File: config.mk
export PLATFORM = sky130hd
export DESIGN_NAME = uart_loader
export DESIGN_NICKNAME = d
export VERILOG_FILES = /design/src/rtl/uart_loader_pkg.sv /design/src/rtl/uart_loader_byte_strobe.sv /design/src/rtl/uart_loader.sv
export SDC_FILE = /design/constraint.sdc
export NUM_CORES = 1
export LEC_CHECK = 0
export CAP_MARGIN = 0
export CORE_AREA = 2 2 115 117
export DETAILED_ROUTE_END_ITERATION = 10
export DIE_AREA = 0 0 117 119
export HOLD_SLACK_MARGIN = 0.03
export PLACE_DENSITY = 0.79
export SLEW_MARGIN = 15
export SYNTH_ARGS = -nofsm -noshare
export SYNTH_HDL_FRONTEND = slang
export SYNTH_SLANG_ARGS = --single-unit
export TNS_END_PERCENT = 100
File: constraint.sdc
create_clock -name clk -period 2.9 [get_ports clk]
set_clock_uncertainty 0.05 [all_clocks]
set_input_delay 0.58 -clock clk [delete_from_list [all_inputs] [get_ports clk]]
set_output_delay 0.58 -clock clk [all_outputs]
set_load 0.05 [all_outputs]
File: src/rtl/uart_loader_pkg.sv
// Shared definitions for the UART program loader: defaults, FSM states and
// the bundle of datapath registers carried between clock edges.
package uart_loader_pkg;

  localparam logic [7:0]  SYNC_BYTE_DEFAULT    = 8'hA5;
  localparam int unsigned TIMEOUT_CLKS_DEFAULT = 5_000_000;

  // Frame parser states, in protocol order.
  typedef enum logic [2:0] {
    LDR_IDLE,
    LDR_ADDR_HI,
    LDR_ADDR_LO,
    LDR_LEN_HI,
    LDR_LEN_LO,
    LDR_DATA_HI,
    LDR_DATA_LO,
    LDR_CHECK
  } ldr_state_t;

  // Registered datapath and outputs; one struct so reset and update stay in step.
  typedef struct packed {
    logic [15:0] base;
    logic [15:0] count;
    logic [15:0] idx;
    logic [7:0]  hi;
    logic [7:0]  chk;
    logic [15:0] mem_addr;
    logic [15:0] mem_wdata;
    logic        mem_we;
    logic        busy;
    logic        done;
    logic        error;
  } ldr_regs_t;

endpackage

File: src/rtl/uart_loader_byte_strobe.sv
// Turns the level-style data_ready of uart_rx (baud-clock domain) into a
// single-clk strobe in the clk domain: 2-flop synchroniser, then a registered
// rising-edge detect. The strobe appears 3 clk after the rising edge of level.
module uart_loader_byte_strobe (
  input  logic clk,
  input  logic rst,
  input  logic level,
  output logic strobe
);

  logic sync1;
  logic sync2;
  logic prev;

  // Synchronise, remember the previous synchronised value, register the edge.
  always_ff @(posedge clk) begin
    // NOTE: non-blocking assignments so every flop samples its pre-edge input;
    // blocking here would collapse the synchroniser chain into one stage.
    if (!rst) begin
      sync1  <= 1'b0;
      sync2  <= 1'b0;
      prev   <= 1'b0;
      strobe <= 1'b0;
    end else begin
      sync1  <= level;
      sync2  <= sync1;
      prev   <= sync2;
      strobe <= sync2 & ~prev;
    end
  end

endmodule

File: src/rtl/uart_loader.sv
// Framed program loader: SYNC, big-endian base address, big-endian word count,
// payload words (hi byte first), XOR checksum. Each assembled word is written
// through a single-cycle write port. busy stalls the CPU during a load.
module uart_loader
  import uart_loader_pkg::*;
#(
  parameter logic [7:0]  SYNC_BYTE    = SYNC_BYTE_DEFAULT,
  parameter int unsigned TIMEOUT_CLKS = TIMEOUT_CLKS_DEFAULT
) (
  input  logic        clk,
  input  logic        rst,
  input  logic [7:0]  rx_data,
  input  logic        rx_ready,
  output logic [15:0] mem_addr,
  output logic [15:0] mem_wdata,
  output logic        mem_we,
  output logic        busy,
  output logic        done,
  output logic        error
);

  localparam int TW = $clog2(TIMEOUT_CLKS + 1);
  localparam logic [TW-1:0] TIMER_LAST = TW'(TIMEOUT_CLKS - 1);

  logic       strobe;
  ldr_state_t state_q, state_d;
  ldr_regs_t  r_q, r_d;
  logic [TW-1:0] timer_q, timer_d;

  uart_loader_byte_strobe u_strobe (
    .clk    (clk),
    .rst    (rst),
    .level  (rx_ready),
    .strobe (strobe)
  );

  // State, datapath and timeout registers; synchronous active-low reset.
  always_ff @(posedge clk) begin
    if (!rst) begin
      state_q <= LDR_IDLE;
      r_q     <= '0;
      timer_q <= '0;
    end else begin
      state_q <= state_d;
      r_q     <= r_d;
      timer_q <= timer_d;
    end
  end

  // Next-state and datapath: advance on byte strobe, otherwise watch the timer.
  always_comb begin
    // NOTE: every target gets a default before any branch, so no path through
    // this block can leave a value unassigned and infer a latch.
    state_d  = state_q;
    r_d      = r_q;
    r_d.mem_we = 1'b0;
    timer_d  = (state_q == LDR_IDLE) ? '0 : timer_q + TW'(1);

    if (strobe) begin
      timer_d = '0;
      // Every byte after SYNC and before the checksum byte feeds the XOR.
      if (state_q != LDR_IDLE && state_q != LDR_CHECK) begin
        r_d.chk = r_q.chk ^ rx_data;
      end
      case (state_q)
        LDR_IDLE: begin
          if (rx_data == SYNC_BYTE) begin
            state_d   = LDR_ADDR_HI;
            r_d.busy  = 1'b1;
            r_d.done  = 1'b0;
            r_d.error = 1'b0;
            r_d.chk   = 8'h00;
          end
        end
        LDR_ADDR_HI: begin
          r_d.base[15:8] = rx_data;
          state_d        = LDR_ADDR_LO;
        end
        LDR_ADDR_LO: begin
          r_d.base[7:0] = rx_data;
          state_d       = LDR_LEN_HI;
        end
        LDR_LEN_HI: begin
          r_d.count[15:8] = rx_data;
          state_d         = LDR_LEN_LO;
        end
        LDR_LEN_LO: begin
          r_d.count[7:0] = rx_data;
          r_d.idx        = 16'h0000;
          state_d        = ({r_q.count[15:8], rx_data} == 16'h0000) ? LDR_CHECK : LDR_DATA_HI;
        end
        LDR_DATA_HI: begin
          r_d.hi  = rx_data;
          state_d = LDR_DATA_LO;
        end
        LDR_DATA_LO: begin
          // Address wraps naturally in 16 bits; count of 16'hFFFF ends at idx 16'hFFFF.
          r_d.mem_we    = 1'b1;
          r_d.mem_addr  = r_q.base + r_q.idx;
          r_d.mem_wdata = {r_q.hi, rx_data};
          r_d.idx       = r_q.idx + 16'd1;
          state_d       = (r_q.idx + 16'd1 == r_q.count) ? LDR_CHECK : LDR_DATA_HI;
        end
        LDR_CHECK: begin
          // Writes already issued stay in memory; the flag only grades the frame.
          if (rx_data == r_q.chk) r_d.done  = 1'b1;
          else                    r_d.error = 1'b1;
          r_d.busy = 1'b0;
          state_d  = LDR_IDLE;
        end
      endcase
    end else if (state_q != LDR_IDLE && timer_q == TIMER_LAST) begin
      // Gap between bytes too long: abandon the frame.
      r_d.error = 1'b1;
      r_d.busy  = 1'b0;
      state_d   = LDR_IDLE;
      timer_d   = '0;
    end
  end

  assign mem_addr  = r_q.mem_addr;
  assign mem_wdata = r_q.mem_wdata;
  assign mem_we    = r_q.mem_we;
  assign busy      = r_q.busy;
  assign done      = r_q.done;
  assign error     = r_q.error;

endmodule
After elaboration in Yosys (flattened, before gate mapping). Index checks and enable logic that the tools add are counted.

Div/mod/pow operators: 0. Eq/ne operators: 17. $mul: 0. Shifts and indexed selects: 0. Order comparisons: 0. Reduce and logical (&&, ||, !) cells: 21. Muxes and demuxes: 19. Bitwise gates (word level): 4. Add/sub/neg operators: 3.

Operators with widths (count): case mux 16 bit (2 select lines) (1); two-way mux 8 bit (3); case mux 3 bit (8 select lines) (1); adder 23 x 1 -> 23 bit (second input constant) (1); == test 23 bit (second input constant) (1); AND reduction 2 bit (9); adder 16 x 1 -> 16 bit (second input constant) (1); adder 16 bit (1); == test 16 bit (1); zero test 16 bit (1); == test 3 bit (second input constant) (4); two-way mux 3 bit (4); != test 3 bit (second input constant) (4); == test 8 bit (1); == test 8 bit (second input constant) (1); AND reduction 4 bit (2); XOR 8 bit (1); two-way mux 1 bit (7); == test 3 x 2 -> 1 bit (second input constant) (2); case mux 3 bit (2 select lines) (1); nonzero test 2 bit (3); two-way mux 2 bit (2); OR reduction 4 bit (1); == test 3 x 1 -> 1 bit (second input constant) (1); 8 further kinds (10).

Input bits: 11. Memory bits (read-only): 0. RAM bits: 0. Register bits after elaboration: 130. Output and inout port bits: 36. Latch bits: 0. Logic and storage cells: 83. Memories: 0.

Logic depth before layout (Yosys ltp).
Word-level depth: 5. Gate-level depth with buffers: 9. Mapped depth without buffers: 9.

By module. A second synthesis with hierarchy kept.

Cells, all modules: 852. Area, all modules: 6841.6 um^2.

By module, submodules not included: uart_loader (cells an instance 844, times used 1, area an instance 6730.2 um^2, sequential area each 2522.4 um^2); uart_loader_byte_strobe (cells an instance 8, times used 1, area an instance 111.4 um^2, sequential area each 80.1 um^2).

Least setup slack after synthesis. OpenSTA, ideal clock, no wires.

Kind: register -> register. From: reg r_q[57] in the netlist's numbering. To: reg r_q (netlist bit mem_addr[13]). Stages on the path, launching flop included: 8. Library setup time: 0.074 ns. Period minus slack after synthesis: 2.273 ns. Data required time: 2.776 ns. Arrival: 2.149 ns. Buffers on the path: 0. Setup slack: 0.627 ns. Cells stage by stage: dfxtp_1 -> ha_1 -> nor3_1 -> or3_1 -> a311o_1 -> or3_1 -> a211o_1 -> a31oi_1.

Longest elaborated chain between the ends: 1.

RTL lines: start, declared (line uart_loader.sv:27) `ldr_regs_t r_q, r_d;`; start signal, assigned (line uart_loader.sv:45) `r_q <= r_d;`; adder 16 bit (line uart_loader.sv:99) `r_d.mem_addr = r_q.base + r_q.idx;`.

Every way passes these cells. A chain may end at the register's enable or synchronous reset.

Worst setup path in the final report.
From: reg r_q[60] in the netlist's numbering. To: reg r_q (netlist bit mem_addr[13]).

The elaborated chain is that of the path after synthesis.

==> impl_metrics.tcl <==
set metrics [dict create \
    nets 861 \
    dp_cells 989 \
    synth_edf_count 0 \
    hp-class "flip-flop to flip-flop" \
    start_util_pct 50.2 \
    routed_wl_um 15300 \
    clock.fmax_mhz 402 \
    syn_inst 822 \
    antenna_found_initial 0 \
    grt_pass1_vias 5160 \
    cp-end-kind "flip-flop" \
    post-route-util_pct 57.8 \
    syn2layout_area_growth_pct 15.2 \
    viasPerCell 5.51 \
    reg2reg_setup_slack_ps 420 \
    place_congestion 0.922 \
    timing.final.crit_share_pct 85.7 \
    maxSlewViolCount 0 \
    cts_setup_buffers 0 \
    fin_ws_ps 415 \
    drt-initial-drc-count 595 \
    grt-ovfl-total 0 \
    firstDrtPassIters 6 \
    rsz0062_at_grt "no" \
    crit_slowest_cell "dfxtp_1" \
    ys_ff_latch 130 \
    relSlewSlack_pct 44.7 \
    status "completed" \
    cts_sinks 130 \
    synth_top_family_by_area "simple AND/OR/NAND/NOR gates" \
    max_stage_delay_ps 400 \
    timing.final.crit_period_ps 2480 \
    synth_compound_area_share_pct 14.7 \
    wire_per_inst_um 14.9 \
    clk_path_buf_depth 2 \
    netlist_area_um2 6460 \
    cts_buffers 17 \
    syn-num-nets 851 \
    fin_area_um2 7440 \
    tns_ps 0 \
    startpoint_type "flip-flop" \
    required_ps 3200 \
    arrival_ps 2780 \
    p_per_area_nw_per_um2 531 \
    ant_nets 0 \
    crit_chain "ha_1, nand2_1, or3_1, a311o_1, or3_1, a211o_1, a31oi_1" \
    max_cap_violations 0 \
    cts.htree.levels 4 \
    synth.distinct_cells 50 \
    ir_drop_mv 0.541 \
    worst-setup-path-type "flip-flop to flip-flop" \
    async_flop_share_pct 0 \
    dpl.hpwl_um 10700 \
    final_cells 1021 \
    power.leakage_nw 2.59 \
    die_w_um 117 \
    n_antenna_cell 0 \
    grt_pass1_wl_um 24600 \
    fp.dieH_um 119 \
    hp-start "u_strobe.prev" \
    synthMuxAreaShare_pct 0 \
    fp.coreArea_um2 12900 \
    clk_pin_slew_ps 60 \
    ctsHoldBuffers 0 \
    drive_gt1_share_pct 6.39 \
    cp_common_cell "or3_1" \
    synth-simple-area-share_pct 25.2 \
    post_cts_resized 0 \
    yosysWarnings 0 \
    row_count 42 \
    dieArea_um2 13900 \
    clkLatencyLatePin_ps 420 \
    place_ws_ps 451 \
    ios 47 \
    finalHoldViolCount 0 \
    synthAdderAreaFrac_pct 3.60 \
    cts-root-buf "clkbuf_16" \
    cts_tree "done" \
    p_total_mw 3.95 \
    cp_max_fo 10 \
    io_buffers 46 \
    r2r-start "r_q[60]" \
    grt_start_max_net_pins 49 \
    r2r_cells 7 \
    synth_xor_area_share_pct 9.36 \
    synth-main-ff-cell "dfxtp_1" \
    finalSetupViolCount 0 \
    r2r-end "mem_addr[13]" \
    holdWs_ps 352 \
    hold_path_end "u_strobe.strobe" \
    min_path_cells 1 \
    avgSynthCellArea_um2 7.86 \
    drc_errors 0 \
    worst_slew_pin_slew_ps 821 \
    vias 5621 \
    dpl_cell_area_um2 6870 \
    grt_usage_pct 22.6 \
    yosysSeqAreaShare_pct 40.3 \
]
-- worst max-delay path: cells and delay by family, from the launching register on --
family	cells	cell delay [ps]
adder cells (fa/ha/maj)	1	400
AND/OR/NAND/NOR	3	860
flip-flops	1	400
AO/OA/AOI/OAI	3	690
-- cell usage in the layout (no fill, tap or decap), drive strengths merged, types with 11 or more instances in the layout --
cell type,synthesis,layout
nand3,32,32
o21ai,34,34
nor2,55,55
a21oi,80,80
inv,15,22
buf,36,15
ha,17,17
a31oi,11,11
nor3,13,13
clkbuf,34,18
xor2,33,33
nand4,14,14
xnor2,36,36
clkdlybuf4s50,0,46
nand2,179,179
dfxtp,130,130
-- cells in the mapped netlist (2+ instances only) --
cell	n	share of area, %
nor2b_1	6	0.58
buf_4	32	3.7
nor3_1	13	1.0
o31ai_1	8	0.93
and2_1	6	0.58
xnor2_1	36	4.9
nand2b_1	9	0.87
inv_1	14	0.81
nand2_1	179	10
xor2_1	33	4.5
buf_2	4	0.31
or2_2	3	0.29
and3_1	9	0.87
nand4_1	14	1.4
a211o_1	2	0.27
a211oi_1	4	0.46
ha_1	17	3.3
a21o_1	6	0.70
nand3_1	32	2.5
a311o_1	2	0.31
and4_1	6	0.81
o211ai_1	3	0.35
a21oi_1	80	6.2
nor2_1	55	3.2
a22oi_1	2	0.23
nor4b_1	3	0.41
o2111ai_1	2	0.27
a31oi_1	10	0.97
dfxtp_1	130	40
o21ai_0	34	2.6
clkbuf_1	34	2.0
or3_1	8	0.77
o41ai_1	2	0.27
nor4_1	8	0.77
-- worst max-delay path by stage --
stage / cells after the start / startpoint / slack [ps] / endpoint
floorplan: 7 / r_q[57] / 630 / mem_addr[13]
global placement: 7 / r_q[60] / 490 / mem_addr[13]
detailed placement: 7 / r_q[60] / 450 / mem_addr[13]
CTS: 7 / r_q[59] / 430 / mem_addr[13]
global route: 7 / r_q[59] / 260 / mem_addr[13]
finish: 7 / r_q[60] / 420 / mem_addr[13]
-- power breakdown --
| group | switching [mW] | internal [mW] |
|---|---|---|
| registers | 0.00198 | 1.79 |
| logic | 0.0548 | 0.0288 |
| clock network | 0.870 | 1.21 |
| total | 0.926 | 3.02 |
-- logic make-up (layout without fill, tap and decap cells) --
logic type,Yosys count,count (layout)
fa+ha+maj,18,18
compound gates,163,163
xor+xnor,69,69
flops,130,130
simple gates,357,357
buf+inv,85,108
-- layer usage --
| metal | part of all wire (%) | GRT usage [%] |
|---|---|---|
| met1 | 44 | 29.0 |
| met2 | 48 | 36.3 |
| met3 | 5.4 | 5.45 |
| met4 | 2.5 | 9.41 |
| met5 | 0 | 0 |
-- registers in the layout (all words and copies together), names as in the netlist --
register and count:
timer_q 23, u_strobe.prev 1, state_q 3, done 1
mem_addr 16, mem_wdata 16, mem_we 1, r_q 64
u_strobe.sync1 1, u_strobe.sync2 1, busy 1, u_strobe.strobe 1
error 1
-- area by class of cell --
type / count / area, um^2
fillers: 1123 / 5430
multi-input cells: 607 / 3420
flip-flops and latches: 130 / 2600
repair buffers: 61 / 573
clock buffers: 18 / 429
well taps: 176 / 220
clock inverters: 14 / 146
inverters: 15 / 56.3
(Power assumes the default switching activity.)
